`src/rtl/vedic3_mac_acc_if.sv`:
```
// Operand/result handshake bundle for vedic3_mac_acc.
//   in_valid/in_ready/in_a/in_b/in_last : operand pair stream (source -> block)
//   out_valid/out_ready/out_sum/out_count/out_ovf : burst result (block -> consumer)
// Modports: master = operand source + result consumer side, slave = the MAC block.
interface vedic3_mac_acc_if #(
    parameter int unsigned ACC_W = 12
);
    logic             in_valid;
    logic             in_ready;
    logic [2:0]       in_a;
    logic [2:0]       in_b;
    logic             in_last;
    logic             out_valid;
    logic             out_ready;
    logic [ACC_W-1:0] out_sum;
    logic [7:0]       out_count;
    logic             out_ovf;

    modport master (
        output in_valid, in_a, in_b, in_last, out_ready,
        input  in_ready, out_valid, out_sum, out_count, out_ovf
    );

    modport slave (
        input  in_valid, in_a, in_b, in_last, out_ready,
        output in_ready, out_valid, out_sum, out_count, out_ovf
    );
endinterface

```
`src/rtl/vedic3_mac_acc.sv`:
```
// Sequential multiply-accumulate over bursts of 3-bit operand pairs.
// Each accepted pair is registered, multiplied by a vedic3bit instance the next
// cycle and summed; the burst total is presented on the result port until popped.
// Ports:
//   clk   : rising-edge clock
//   rst_n : asynchronous active-low reset
//   bus   : vedic3_mac_acc_if.slave (operand stream in, burst result out)
// Parameters: ACC_W (6..32) accumulator width, BURST_LEN (1..255) beats per burst.
// Build option: define SATURATE_EN to clamp the sum at 2^ACC_W-1 on overflow
// instead of wrapping.

// 3x3 Urdhva-Tiryagbhyam multiplier: column-wise crosswise sums with ripple carries.
module vedic3bit (
    input  logic [2:0] a,
    input  logic [2:0] b,
    output logic [5:0] p
);
    logic [1:0] col1;
    logic [2:0] col2;
    logic [2:0] col3;
    logic [1:0] col4;

    always_comb begin
        col1 = 2'(a[1] & b[0]) + 2'(a[0] & b[1]);
        col2 = 3'(a[2] & b[0]) + 3'(a[1] & b[1]) + 3'(a[0] & b[2]) + 3'(col1[1]);
        col3 = 3'(a[2] & b[1]) + 3'(a[1] & b[2]) + 3'(col2[2:1]);
        // Product never exceeds 49, so the top column fits in two bits.
        col4 = 2'(a[2] & b[2]) + col3[2:1];
        p    = {col4, col3[0], col2[0], col1[0], a[0] & b[0]};
    end
endmodule

module vedic3_mac_acc #(
    parameter int unsigned ACC_W     = 12,
    parameter int unsigned BURST_LEN = 8
) (
    input  logic                  clk,
    input  logic                  rst_n,
    vedic3_mac_acc_if.slave       bus
);
    localparam int unsigned CNT_W  = 8;
    localparam int unsigned CNTX_W = CNT_W + 1;
    localparam int unsigned SUM_W  = ACC_W + 1;

    typedef enum logic [1:0] {IDLE, ACC, FLUSH, HOLD} state_e;

    state_e           state_q, state_d;
    logic [2:0]       op_a_q, op_a_d;
    logic [2:0]       op_b_q, op_b_d;
    logic             p_vld_q, p_vld_d;
    logic [CNT_W-1:0] cnt_q, cnt_d;
    logic [ACC_W-1:0] acc_q, acc_d;
    logic             ovf_stk_q, ovf_stk_d;
    logic             in_ready_q, in_ready_d;
    logic             out_valid_q, out_valid_d;
    logic [ACC_W-1:0] out_sum_q, out_sum_d;
    logic [CNT_W-1:0] out_count_q, out_count_d;
    logic             out_ovf_q, out_ovf_d;

    logic [5:0]        prod;
    logic [SUM_W-1:0]  sum_wide;
    logic              carry;
    logic [ACC_W-1:0]  acc_nxt;
    logic              accept;
    logic [CNTX_W-1:0] cnt_inc;
    logic              last_beat;

    vedic3bit u_mul (
        .a (op_a_q),
        .b (op_b_q),
        .p (prod)
    );

    // Accumulator datapath: one extra bit exposes the carry out.
    always_comb begin
        sum_wide = SUM_W'(acc_q) + SUM_W'(prod);
        carry    = p_vld_q & sum_wide[ACC_W];
`ifdef SATURATE_EN
        // Once clamped, the sum stays pinned for the rest of the burst.
        acc_nxt  = (ovf_stk_q | carry) ? '1 : sum_wide[ACC_W-1:0];
`else
        acc_nxt  = sum_wide[ACC_W-1:0];
`endif
    end

    // Input handshake and burst-close detection.
    always_comb begin
        accept    = bus.in_valid & in_ready_q;
        cnt_inc   = CNTX_W'(cnt_q) + CNTX_W'(1);
        last_beat = bus.in_last | (cnt_inc == CNTX_W'(BURST_LEN));
    end

    // Next-state and output logic.
    always_comb begin
        state_d     = state_q;
        op_a_d      = op_a_q;
        op_b_d      = op_b_q;
        p_vld_d     = 1'b0;
        cnt_d       = cnt_q;
        acc_d       = acc_q;
        ovf_stk_d   = ovf_stk_q;
        out_valid_d = out_valid_q;
        out_sum_d   = out_sum_q;
        out_count_d = out_count_q;
        out_ovf_d   = out_ovf_q;

        if (accept) begin
            op_a_d  = bus.in_a;
            op_b_d  = bus.in_b;
            p_vld_d = 1'b1;
            cnt_d   = cnt_inc[CNT_W-1:0];
        end

        if (p_vld_q) begin
            acc_d     = acc_nxt;
            ovf_stk_d = ovf_stk_q | carry;
        end

        case (state_q)
            IDLE, ACC: begin
                if (accept) begin
                    state_d = last_beat ? FLUSH : ACC;
                end
            end
            FLUSH: begin
                // The closing product lands in the same cycle the result is latched.
                out_sum_d   = acc_nxt;
                out_count_d = cnt_q;
                out_ovf_d   = ovf_stk_q | carry;
                out_valid_d = 1'b1;
                state_d     = HOLD;
            end
            HOLD: begin
                if (bus.out_ready) begin
                    out_valid_d = 1'b0;
                    acc_d       = '0;
                    cnt_d       = '0;
                    ovf_stk_d   = 1'b0;
                    state_d     = IDLE;
                end
            end
            default: state_d = IDLE;
        endcase

        in_ready_d = (state_d == IDLE) || (state_d == ACC);
    end

    // State and datapath registers.
    always_ff @(posedge clk or negedge rst_n) begin
        if (!rst_n) begin
            state_q     <= IDLE;
            op_a_q      <= '0;
            op_b_q      <= '0;
            p_vld_q     <= 1'b0;
            cnt_q       <= '0;
            acc_q       <= '0;
            ovf_stk_q   <= 1'b0;
            in_ready_q  <= 1'b0;
            out_valid_q <= 1'b0;
            out_sum_q   <= '0;
            out_count_q <= '0;
            out_ovf_q   <= 1'b0;
        end else begin
            state_q     <= state_d;
            op_a_q      <= op_a_d;
            op_b_q      <= op_b_d;
            p_vld_q     <= p_vld_d;
            cnt_q       <= cnt_d;
            acc_q       <= acc_d;
            ovf_stk_q   <= ovf_stk_d;
            in_ready_q  <= in_ready_d;
            out_valid_q <= out_valid_d;
            out_sum_q   <= out_sum_d;
            out_count_q <= out_count_d;
            out_ovf_q   <= out_ovf_d;
        end
    end

    assign bus.in_ready  = in_ready_q;
    assign bus.out_valid = out_valid_q;
    assign bus.out_sum   = out_sum_q;
    assign bus.out_count = out_count_q;
    assign bus.out_ovf   = out_ovf_q;
endmodule

```
`src/flat_wrapper.sv`:
```
// flat-port wrapper written by rule: the top's interface ports become plain ports
module vedic3_mac_acc_flat 
#(
    parameter int unsigned ACC_W     = 12,
    parameter int unsigned BURST_LEN = 8
)
  (clk, rst_n, bus_in_valid, bus_in_a, bus_in_b, bus_in_last, bus_out_ready, bus_in_ready, bus_out_valid, bus_out_sum, bus_out_count, bus_out_ovf);
  vedic3_mac_acc_if #(.ACC_W(ACC_W)) bus_i ();
  input  logic clk;
  input  logic rst_n;
  input wire logic [$bits(bus_i.in_valid)-1:0] bus_in_valid;
  input wire logic [$bits(bus_i.in_a)-1:0] bus_in_a;
  input wire logic [$bits(bus_i.in_b)-1:0] bus_in_b;
  input wire logic [$bits(bus_i.in_last)-1:0] bus_in_last;
  input wire logic [$bits(bus_i.out_ready)-1:0] bus_out_ready;
  output wire logic [$bits(bus_i.in_ready)-1:0] bus_in_ready;
  output wire logic [$bits(bus_i.out_valid)-1:0] bus_out_valid;
  output wire logic [$bits(bus_i.out_sum)-1:0] bus_out_sum;
  output wire logic [$bits(bus_i.out_count)-1:0] bus_out_count;
  output wire logic [$bits(bus_i.out_ovf)-1:0] bus_out_ovf;
  assign bus_i.in_valid = bus_in_valid;
  assign bus_i.in_a = bus_in_a;
  assign bus_i.in_b = bus_in_b;
  assign bus_i.in_last = bus_in_last;
  assign bus_i.out_ready = bus_out_ready;
  assign bus_in_ready = bus_i.in_ready;
  assign bus_out_valid = bus_i.out_valid;
  assign bus_out_sum = bus_i.out_sum;
  assign bus_out_count = bus_i.out_count;
  assign bus_out_ovf = bus_i.out_ovf;
  vedic3_mac_acc #(.ACC_W(ACC_W), .BURST_LEN(BURST_LEN)) u_core (.clk(clk), .rst_n(rst_n), .bus(bus_i));
endmodule
```
`config.mk`:
```
export PLATFORM = sky130hd
export DESIGN_NAME = vedic3_mac_acc_flat
export DESIGN_NICKNAME = d
export VERILOG_FILES = /design/src/rtl/vedic3_mac_acc_if.sv /design/src/rtl/vedic3_mac_acc.sv /design/src/flat_wrapper.sv
export SDC_FILE = /design/constraint.sdc
export NUM_CORES = 1
export LEC_CHECK = 0
export BUFFER_PORTS_ARGS = -buffer_cell sky130_fd_sc_hd__buf_2
export CELL_PAD_IN_SITES_DETAIL_PLACEMENT = 0
export CELL_PAD_IN_SITES_GLOBAL_PLACEMENT = 1
export CORE_UTILIZATION = 45
export DETAILED_ROUTE_END_ITERATION = 12
export PLACE_DENSITY = 0.88
export SYNTH_ARGS = -nofsm -noshare
export SYNTH_HDL_FRONTEND = slang
export SYNTH_SLANG_ARGS = --single-unit
```
`constraint.sdc`:
```
create_clock -name clk -period 4.15 [get_ports clk]
set_input_delay 0.415 -clock clk [delete_from_list [all_inputs] [get_ports clk]]
set_output_delay 0.415 -clock clk [all_outputs]
set_load 0.01 [all_outputs]
```
==> Word-level counts from Yosys, hierarchy flattened <==
Index checks and enable logic that the tools add are counted.
{ "totals": {"register_bits": 53, "latch_bits": 0, "ramBits": 0, "mem_bits_ro": 0, "in_bits": 11, "out_inout_bits": 23, "wordCells": 62, "n_memories": 0} }
{ "classes": {"addsub": 9, "mul": 0, "n_div": 0, "n_lt_le_gt_ge": 0, "n_eq_ne": 6, "shifts": 0, "muxes": 16, "bitwise_logic": 13, "n_reduce_logical": 6} }
{ "ops": {"columns": ["operator", "n"], "rows": [
  ["$mux W12", 3],
  ["$mux W8", 3],
  ["$add A12 B6 Y13", 1],
  ["$and A1 B1 Y1", 11],
  ["$add A8 B1 Y9 const B", 1],
  ["$eq A9 B4 Y1 const B", 1],
  ["$mux W2", 3],
  ["$pmux W2 S3", 1],
  ["$mux W1", 5],
  ["$add A1 B1 Y2", 2],
  ["$eq A2 B1 Y1 const B", 2],
  ["$eq A2 B2 Y1 const B", 2],
  ["$logic_not A2 Y1", 2],
  ["$add A2 B1 Y3", 1],
  ["$add A2 B2 Y3", 1],
  ["$add A3 B1 Y3", 1],
  ["$add A1 B2 Y2", 1],
  ["$add A2 B1 Y2", 1],
  ["$ne A2 B2 Y1 const B", 1],
  ["$or A1 B1 Y1", 2],
  ["$pmux W1 S2", 1],
  ["$reduce_and A2 Y1", 1],
  ["$reduce_bool A2 Y1", 1],
  ["$reduce_or A2 Y1", 1],
  ["$logic_or A1 B1 Y1", 1]
]} }

==> Longest topological paths before layout <==
Gate-level depths: netlist (run 1).
{ "logic_depth": {"depth_word": 12, "depth_mapped": 17, "ltp_nobuf": 17} }

==> Hierarchy <==
From an unflattened synthesis (run 1), not the netlist that was laid out.
{ "unflattened": {"hier_cells": 258, "area_unflattened_um2": 2693.8} }
{ "by_module_without_submodules": {"columns": ["module", "instances", "cells_each", "area_per_inst_um2", "seq_area_each_um2"], "rows": [
  ["vedic3_mac_acc", 1, 237, 2507.4, 1326.3],
  ["vedic3bit", 1, 21, 186.4, 0.0]
]} }

==> Worst setup path after synthesis (run 1) <==
OpenSTA, ideal clock, no wires.
{ "synth_timing": {"path_kind": "register -> register", "from": "register u_core.op_b_q[1]", "to": "register u_core.out_sum_q[9] (netlist: u_core.bus.out_sum[9])", "setup_time_ns": 0.083, "arrival_ns": 3.610, "required_time_ns": 4.067, "slack_ns": 0.457, "stages_incl_launch_ff": 18, "n_path_buf": 0, "period_less_slack_ns": 3.693, "cell_sequence": "dfrtp_1 and2_1 ha_1 inv_1 fa_1 inv_1 ha_1 ha_1 fa_1 inv_1 fa_1 inv_1 ha_1 o21a_1 o2111ai_1 nor2_1 xnor2_1 o21ai_0"} }
{ "synth_via": {"elab_chain_len": 7, "elab_cells_between_ends": 11, "cone_classes": "add/sub: 8; bitwise: 3"} }
{ "synth_rtl": {"columns": ["item", "line_no", "text"], "rows": [
  ["start, declared", "vedic3_mac_acc.sv:49", "logic [2:0] op_b_q, op_b_d;"],
  ["start signal, assigned", "vedic3_mac_acc.sv:166", "op_b_q <= op_b_d;"],
  ["$and A1 B1 Y1", "vedic3_mac_acc.sv:25", "col2 = 3'(a[2] & b[0]) + 3'(a[1] & b[1]) + 3'(a[0] & b[2]) + 3'(col1[1]);"],
  ["$add A1 B1 Y2", "vedic3_mac_acc.sv:25", null],
  ["$add A2 B1 Y3", "vedic3_mac_acc.sv:25", null],
  ["$add A3 B1 Y3", "vedic3_mac_acc.sv:25", null],
  ["$add A2 B2 Y3", "vedic3_mac_acc.sv:26", "col3 = 3'(a[2] & b[1]) + 3'(a[1] & b[2]) + 3'(col2[2:1]);"],
  ["$add A1 B2 Y2", "vedic3_mac_acc.sv:28", "col4 = 2'(a[2] & b[2]) + col3[2:1];"],
  ["$add A12 B6 Y13 (*)", "vedic3_mac_acc.sv:76", "sum_wide = SUM_W'(acc_q) + SUM_W'(prod);"],
  ["end signal, assigned", "vedic3_mac_acc.sv:173", "out_sum_q <= out_sum_d;"],
  ["end, declared", "vedic3_mac_acc.sv:56", "logic [ACC_W-1:0] out_sum_q, out_sum_d;"]
]} }
Mark *: on every way between the ends. The rest lies on a longest branch, timed or not.
A chain may end at the register's enable or synchronous reset.

==> Worst setup path in the final report (run 1) <==
{ "layout_timing": {"from": "register u_core.op_a_q[0]", "to": "register u_core.out_sum_q[6] (netlist: u_core.bus.out_sum[6])"} }
{ "layout_via": {"elab_chain_len": 6, "elab_cells_between_ends": 9, "cone_classes": "add/sub: 6; bitwise: 3"} }
{ "layout_rtl": {"columns": ["item", "line_no", "text"], "rows": [
  ["start, declared", "vedic3_mac_acc.sv:48", "logic [2:0] op_a_q, op_a_d;"],
  ["start signal, assigned", "vedic3_mac_acc.sv:165", "op_a_q <= op_a_d;"],
  ["$and A1 B1 Y1 (on tied branches)", "vedic3_mac_acc.sv:25, vedic3_mac_acc.sv:24", null],
  ["$add A2 B1 Y3 or $add A2 B1 Y2 (tied branches)", "vedic3_mac_acc.sv:25, vedic3_mac_acc.sv:24", null],
  ["$add A3 B1 Y3", "vedic3_mac_acc.sv:25", null],
  ["$add A2 B2 Y3", "vedic3_mac_acc.sv:26", null],
  ["$add A1 B2 Y2", "vedic3_mac_acc.sv:28", null],
  ["$add A12 B6 Y13 (*)", "vedic3_mac_acc.sv:76", null]
]} }
Marked as above.

==> results of run 1 <==
==> layout by cell type, fill, tap and decap left out, drive strengths merged, types with 3 or more instances in the layout <==
cell type and instances:
clkbuf 7, fa 4, inv 11, o21a 3
o21ai 14, xnor2 14, a211oi 3, a21oi 8
and2 6, ha 10, xor2 6, dfrtp 53
nand2 47, nor3 3, buf 36, nand3 8
mux2i 4, mux2 8, nor2 32
==> cell type report <==
class / instances / area share
sequential: 53 / 0.437
multi-input combinational: 196 / 0.430
timing repair buffer: 36 / 0.0619
tap: 72 / 0.0297
clock buffer: 7 / 0.0252
inverter: 11 / 0.0136
clock inverter: 1 / 0.00248
==> registers in the layout, indices dropped and copies added (netlist names) <==
register and count:
u_core.bus.out_count 8, u_core.ovf_stk_q 1, u_core.acc_q 12, u_core.op_b_q 3, u_core.state_q 2, u_core.p_vld_q 1, u_core.bus.in_ready 1, u_core.cnt_q 8
u_core.bus.out_sum 12, u_core.bus.out_ovf 1, u_core.op_a_q 3, u_core.bus.out_valid 1
==> cells in the mapped netlist (2+ instances only) <==
cell,instances,area share
o21a_1,2,0.0056
or4_1,2,0.0056
xor2_1,6,0.019
fa_1,4,0.030
nor3b_2,2,0.0093
nor3_1,2,0.0037
nor2_1,32,0.045
o21bai_1,2,0.0056
and3_1,2,0.0046
buf_2,3,0.0056
nand2b_1,2,0.0046
inv_1,11,0.015
a211oi_2,2,0.0093
dfrtp_1,53,0.49
nand2_1,47,0.065
o21ai_1,2,0.0037
and2_1,6,0.014
o21ai_0,11,0.020
mux2_2,8,0.033
nand3_1,8,0.015
a21oi_1,8,0.015
clkbuf_1,4,0.0056
nand4_1,2,0.0046
mux2i_1,4,0.015
a31oi_1,2,0.0046
xnor2_1,14,0.045
ha_1,10,0.046
==> metal layers <==
layer / GRT usage / share of wire / vias up
met5: 0 / 0 / -
met4: 0.0582 / 0.015 / 0
met3: 0.0274 / 0.028 / 7
met2: 0.285 / 0.46 / 34
met1: 0.241 / 0.50 / 937
li1: - / - / 971
==> worst paths after layout <==
kind                       depth (start not counted)                               from                                 end
min reg2reg                                        2  u_core.bus.out_sum[0]$_DFFE_PN0P_   u_core.bus.out_sum[0]$_DFFE_PN0P_
max                                               17       u_core.op_a_q[0]$_DFFE_PN0P_   u_core.bus.out_sum[6]$_DFFE_PN0P_
min                                                2                              rst_n  u_core.bus.out_sum[10]$_DFFE_PN0P_
max reg2reg                                       17       u_core.op_a_q[0]$_DFFE_PN0P_   u_core.bus.out_sum[6]$_DFFE_PN0P_
min in group clk                                   2                        bus_in_a[1]        u_core.op_a_q[1]$_DFFE_PN0P_
max in group asynchronous                          2                              rst_n        u_core.op_b_q[1]$_DFFE_PN0P_
==> stage by stage <==
step	worst slack, ns	utilization
2_1_floorplan	0.457	-
3_3_place_gp	0.299	0.520
3_5_place_dp	0.153	0.520
4_1_cts	0.159	0.535
5_1_grt	-0.000459	0.538
6_report	0.304	0.538
==> repair_timing <==
item	in CTS	in global routing
hold buffers	0	0
endpoints found under the setup margin	0	5
gates resized for setup	0	2
buffers inserted	0	1
==> power groups by stage <==
stage	sequential [uW]	combinational [uW]	clock [uW]
6_report	813	1310	282
5_1_grt	842	1500	309
4_1_cts	815	1310	291
3_5_place_dp	826	1300	0
3_3_place_gp	814	1280	0
2_1_floorplan	829	978	0
==> kinds of logic (layout without fill, tap and decap cells) <==
| family | after synthesis | after routing | share of synthesized area |
|---|---|---|---|
| and+or+nand+nor | 110 | 110 | 0.191 |
| muxes | 12 | 12 | 0.0482 |
| DFF | 53 | 53 | 0.491 |
| xor gates and xnor gates | 20 | 20 | 0.0649 |
| adders and majority gates | 14 | 14 | 0.0760 |
| AOI/OAI and AO/OA | 40 | 40 | 0.100 |
| buffers and inverters | 19 | 55 | 0.0278 |
==> metrics, run 1 <==
share of total power in sequential cells 0.338; DRT iter0 DRCs 101; maximum clock path buffer count 2; reported net switching power 1030 uW; worst rel slew slack 0.432; biggest fanout along the worst timing path 4; Critical Path RT 4.30 ns; Sequential Area 1330 sq um; static leakage roughly 0.0015 uW; vias in the first global route around 1,900; final non-filler cell total 376; number of max-capacitance violations reported 0; synthesized instance count about 270; worst path buffer plus inverter count 4; Clock Pin Slew Worst Setup and Hold Paths 0.09 ns; area added between synthesis and finish 12.4%; number of enable flip-flop cells after synthesis 0; Via Count 1,949; run status finished clean; Die Span X 79.4 um; per-instance average area after synthesis 10.1 sq um; Post-synth ARST share 1.00; number of buffers added by the clock tree synthesis step 5; warnings from Yosys 0; first drt pass iteration count 4; global route total overflow 0; WL per Instance 12.9 um; switching part of the total 0.430; Cell Pwr Density 793 nW/um^2; Max IR drop VDD 0.000444 V; number of nets in the finished design 328; Final Power 2410 uW; worst setup skew after layout 0.0122 ns; delay of the slowest cell on the worst path 0.47 ns; TritonCTS clock tree yes; area occupied by multi-input gates 1300 sq um; Post-Layout Inst Area 3030 sq um; R2R Setup Slk 0.30 ns; top achievable clock speed 260 MHz; flip-flop and latch count after synthesis 53; die area 6310 sq um; Worst EP arrival 4.00 ns; final clock period utilization by the worst path 0.927; Comb pwr share 0.545; CP startpoint kind flip-flop; clock latency on the worst-skew pair 0.30 ns; final setup fails 0; Least-Margin Pin Slew 0.852 ns; Final ANT Viol Nets 0; antenna cell count 0; post-route setup TNS 0 ns; setup repair after global routing missed its margin yes; number of placed instances with taps included 367; routability cong. ~0.79; Die Y-Extent 79.4 um; total internal power between 1000 and 1500 uW; half-perimeter wire length of the detailed placement result 3.48 mm; Fin. Hold Viols 0; Synth Cell Area 2700 sq um; smallest hold slack roughly 0.22 ns; number of vias per cell after detailed routing 5.18; DP Area 2940 sq um; top flip-flop cell by instance count after synthesis dfrtp_1; Critical Path End Type flip-flop; number of rows created at floorplan 27; combined global-route utilization of all metal layers 0.176; number of distinct library cells after synthesis 44; Worst path slowest cell fa_1; CP cell instances and2_1 > ha_1 > inv_1 > fa_1 > inv_1 > ha_1 > ha_1 > fa_1 > inv_1 > fa_1 > inv_1 > ha_1 > o21ai_0 > o21bai_1 > a21oi_1 > xor2_1 > o21ai_0; CTS root buffer clkbuf_8; pin count of the biggest net entering global routing 54; H-tree level count 2; top-level port count 34; initial antenna violation count 0; final routed DRC violation total 0; final critical delay including setup and external delays 3.85 ns; # fillers 519; CP delay by family, top adder cells; worst setup path class reg -> reg; initial standard-cell utilization of the core 0.478; clock sink count 53; post-synthesis net count between 200 and 300; wire length of the first global-routing pass 8.65 mm; number of max-slew violations in the final report 0; power share of the clock group 0.117; fraction of final layout cells with drive strength greater than 1 0.201; count of port buffers added during placement 33; share of the yosys chip area belonging to registers 0.491; Core Area 5640 sq um; total wire length after detailed routing 4.86 mm; type of the worst min-delay path in -> async
(Power assumes the default switching activity.)
==> run 2, diff against run 1 <==
Settings changed: ABC_AREA set to 0, CORE_UTILIZATION 45 to 48, PLACE_DENSITY 0.88 to 0.93, SETUP_SLACK_MARGIN set to 0.05.
Clock period 4.15 ns to 4.8 ns, I/O delays scaled along.
==> metrics, run 2 (synthesis results as in run 1) <==
Critical Path RT 4.96 ns (+0.66 ns); initial standard-cell utilization of the core 0.512 (+0.0337); setup fix buffers added after clock tree synthesis 0 (unchanged); first drt pass iteration count 4 (unchanged); top-level port count 34 (unchanged); worst rel slew slack 0.399 (-0.0331); half-perimeter wire length of the detailed placement result 3.52 mm (+1.1%); Max IR drop VDD 0.000357 V (-20%); area added between synthesis and finish 12.0%; Sequential Area 1330 sq um (unchanged); pin count of the biggest net entering global routing 54 (unchanged); count of cells resized by post-cts repair 0 (unchanged); antenna cell count 0 (unchanged); initial antenna violation count 0 (unchanged); total wire length after detailed routing 4.84 mm (-0.39%); Die Span X 77.0 um (-3.1%); DRT iter0 DRCs 140 (+39%); maximum clock path buffer count 2 (unchanged); Via Count 1,941 (-0.41%); number of nets in the finished design 327 (-0.30%); Critical Path End Type flip-flop; final routed DRC violation total 0 (unchanged); Clock Pin Slew Worst Setup and Hold Paths 0.09 ns (about the same); Fin. Hold Viols 0 (unchanged); clock sink count 53 (unchanged); biggest fanout along the worst timing path 4 (unchanged); number of vias per cell after detailed routing 5.22 (+0.66%); die area 5930 sq um (-6.1%); Worst EP arrival 4.10 ns (+0.10 ns); static leakage 0.00147 uW (about the same); TritonCTS clock tree yes; area occupied by multi-input gates 1300 sq um (-0.48%); number of rows created at floorplan 26 (-3.7%); worst setup path class reg -> reg; most frequent cells in the layout dfrtp_1 (53), nand2_1 (47), buf_2 (33), nor2_1 (32), xnor2_1 (14); final critical delay including setup and external delays 3.93 ns (+0.0875 ns); global route total overflow 0 (unchanged); CTS root buffer clkbuf_8; type of the worst min-delay path in -> async; run status finished clean; clock latency on the worst-skew pair 0.31 ns (about the same); Die Y-Extent 77.0 um (-3.1%); wire length of the first global-routing pass 8.79 mm (+1.7%); number of buffers added by the clock tree synthesis step 5 (unchanged); final setup fails 0 (unchanged); commonest non-fill, non-tap cell in the layout dfrtp_1; count of port buffers added during placement 33 (unchanged); Core Area 5270 sq um (-6.6%); combined global-route utilization of all metal layers 0.186 (+0.00979); setup repair after global routing missed its margin no; post-route setup TNS 0 ns (unchanged); Cell Pwr Density 686 nW/um^2 (-14%); vias in the first global route 1,909 (+0.85%); worst setup skew after layout 0.00906 ns (-0.00315 ns); number of hold-repair buffers added at the cts stage 0 (unchanged); smallest hold slack 0.279 ns (+0.0570 ns); number of max-capacitance violations reported 0 (unchanged); top achievable clock speed 254 MHz (-2.2%); WL per Instance 13.0 um (+0.68%); Least-Margin Pin Slew 0.898 ns (+0.0463 ns); # fillers 492 (-5.2%); H-tree level count 2 (unchanged); fraction of final layout cells with drive strength greater than 1 0.199 (-0.00198); number of max-slew violations in the final report 0 (unchanged); final clock period utilization by the worst path 0.820 (-0.107); Final ANT Viol Nets 0 (unchanged); routability cong. 0.817 (+3.5%); CP startpoint kind flip-flop
## run 2: through the flow
step / util / worst slack (ns) / std cells / power, uW / cell area, sq um
3_5_place_dp: 0.557 / 0.847 / 365 / 1840 / 2930
4_1_cts: 0.574 / 0.842 / 372 / 2100 / 3020
6_report: 0.574 / 0.866 / 372 / 2070 / 3020
5_1_grt: 0.574 / 0.554 / 372 / 2280 / 3020
3_3_place_gp: 0.557 / 0.948 / 365 / 1810 / 2930
2_1_floorplan: - / 1.11 / 268 / 1560 / 2700
## run 2: final timing paths
path | to | from | cells after the start | slack (ns)
worst max-delay path | u_core.bus.out_sum[9]$_DFFE_PN0P_ | u_core.op_b_q[1]$_DFFE_PN0P_ | 17 | 0.87
worst min-delay path | u_core.bus.out_sum[11]$_DFFE_PN0P_ | rst_n | 2 | 0.28
worst max register to register | u_core.bus.out_sum[9]$_DFFE_PN0P_ | u_core.op_b_q[1]$_DFFE_PN0P_ | 17 | 0.87
worst min register to register | u_core.bus.out_count[0]$_DFFE_PN0P_ | u_core.bus.out_count[0]$_DFFE_PN0P_ | 2 | 0.47
max in group asynchronous | u_core.cnt_q[1]$_DFF_PN0_ | rst_n | 2 | 4.08
min in group clk | u_core.op_a_q[0]$_DFFE_PN0P_ | bus_in_a[0] | 2 | 0.40
## run 2: area by class of cell
type,count,area share
Clock buffer,6,0.0273
Multi-Input combinational cell,196,0.429
Inverter,11,0.0137
Clock inverter,1,0.00248
Timing Repair Buffer,35,0.0596
Tap cell,70,0.0290
Sequential cell,53,0.439
## run 2: where the power goes
part           switching (uW)  internal (uW)  leakage, uW
sequential                113            590     0.000685
clock                     140            114    0.0000433
combinational             636            479     0.000742
## run 2: per-layer routing
metal  global-route usage  vias up  routed length [um]
li1                     -      970                   -
met1                0.241      932                2330
met2                0.312       31                2290
met3               0.0333        8                 147
met4               0.0679        0                  74
met5                    0        -                   0
## run 2: worst max-delay path: stages (launching register included)
cell,delay [ns]
dfrtp_1,0.38
and2_1,0.14
ha_1,0.15
inv_1,0.05
fa_1,0.47
inv_1,0.04
ha_1,0.19
ha_1,0.29
fa_1,0.38
inv_1,0.08
fa_1,0.41
inv_1,0.06
ha_1,0.27
o21a_1,0.23
o2111ai_1,0.34
nor2_1,0.09
xnor2_1,0.13
o21ai_0,0.08
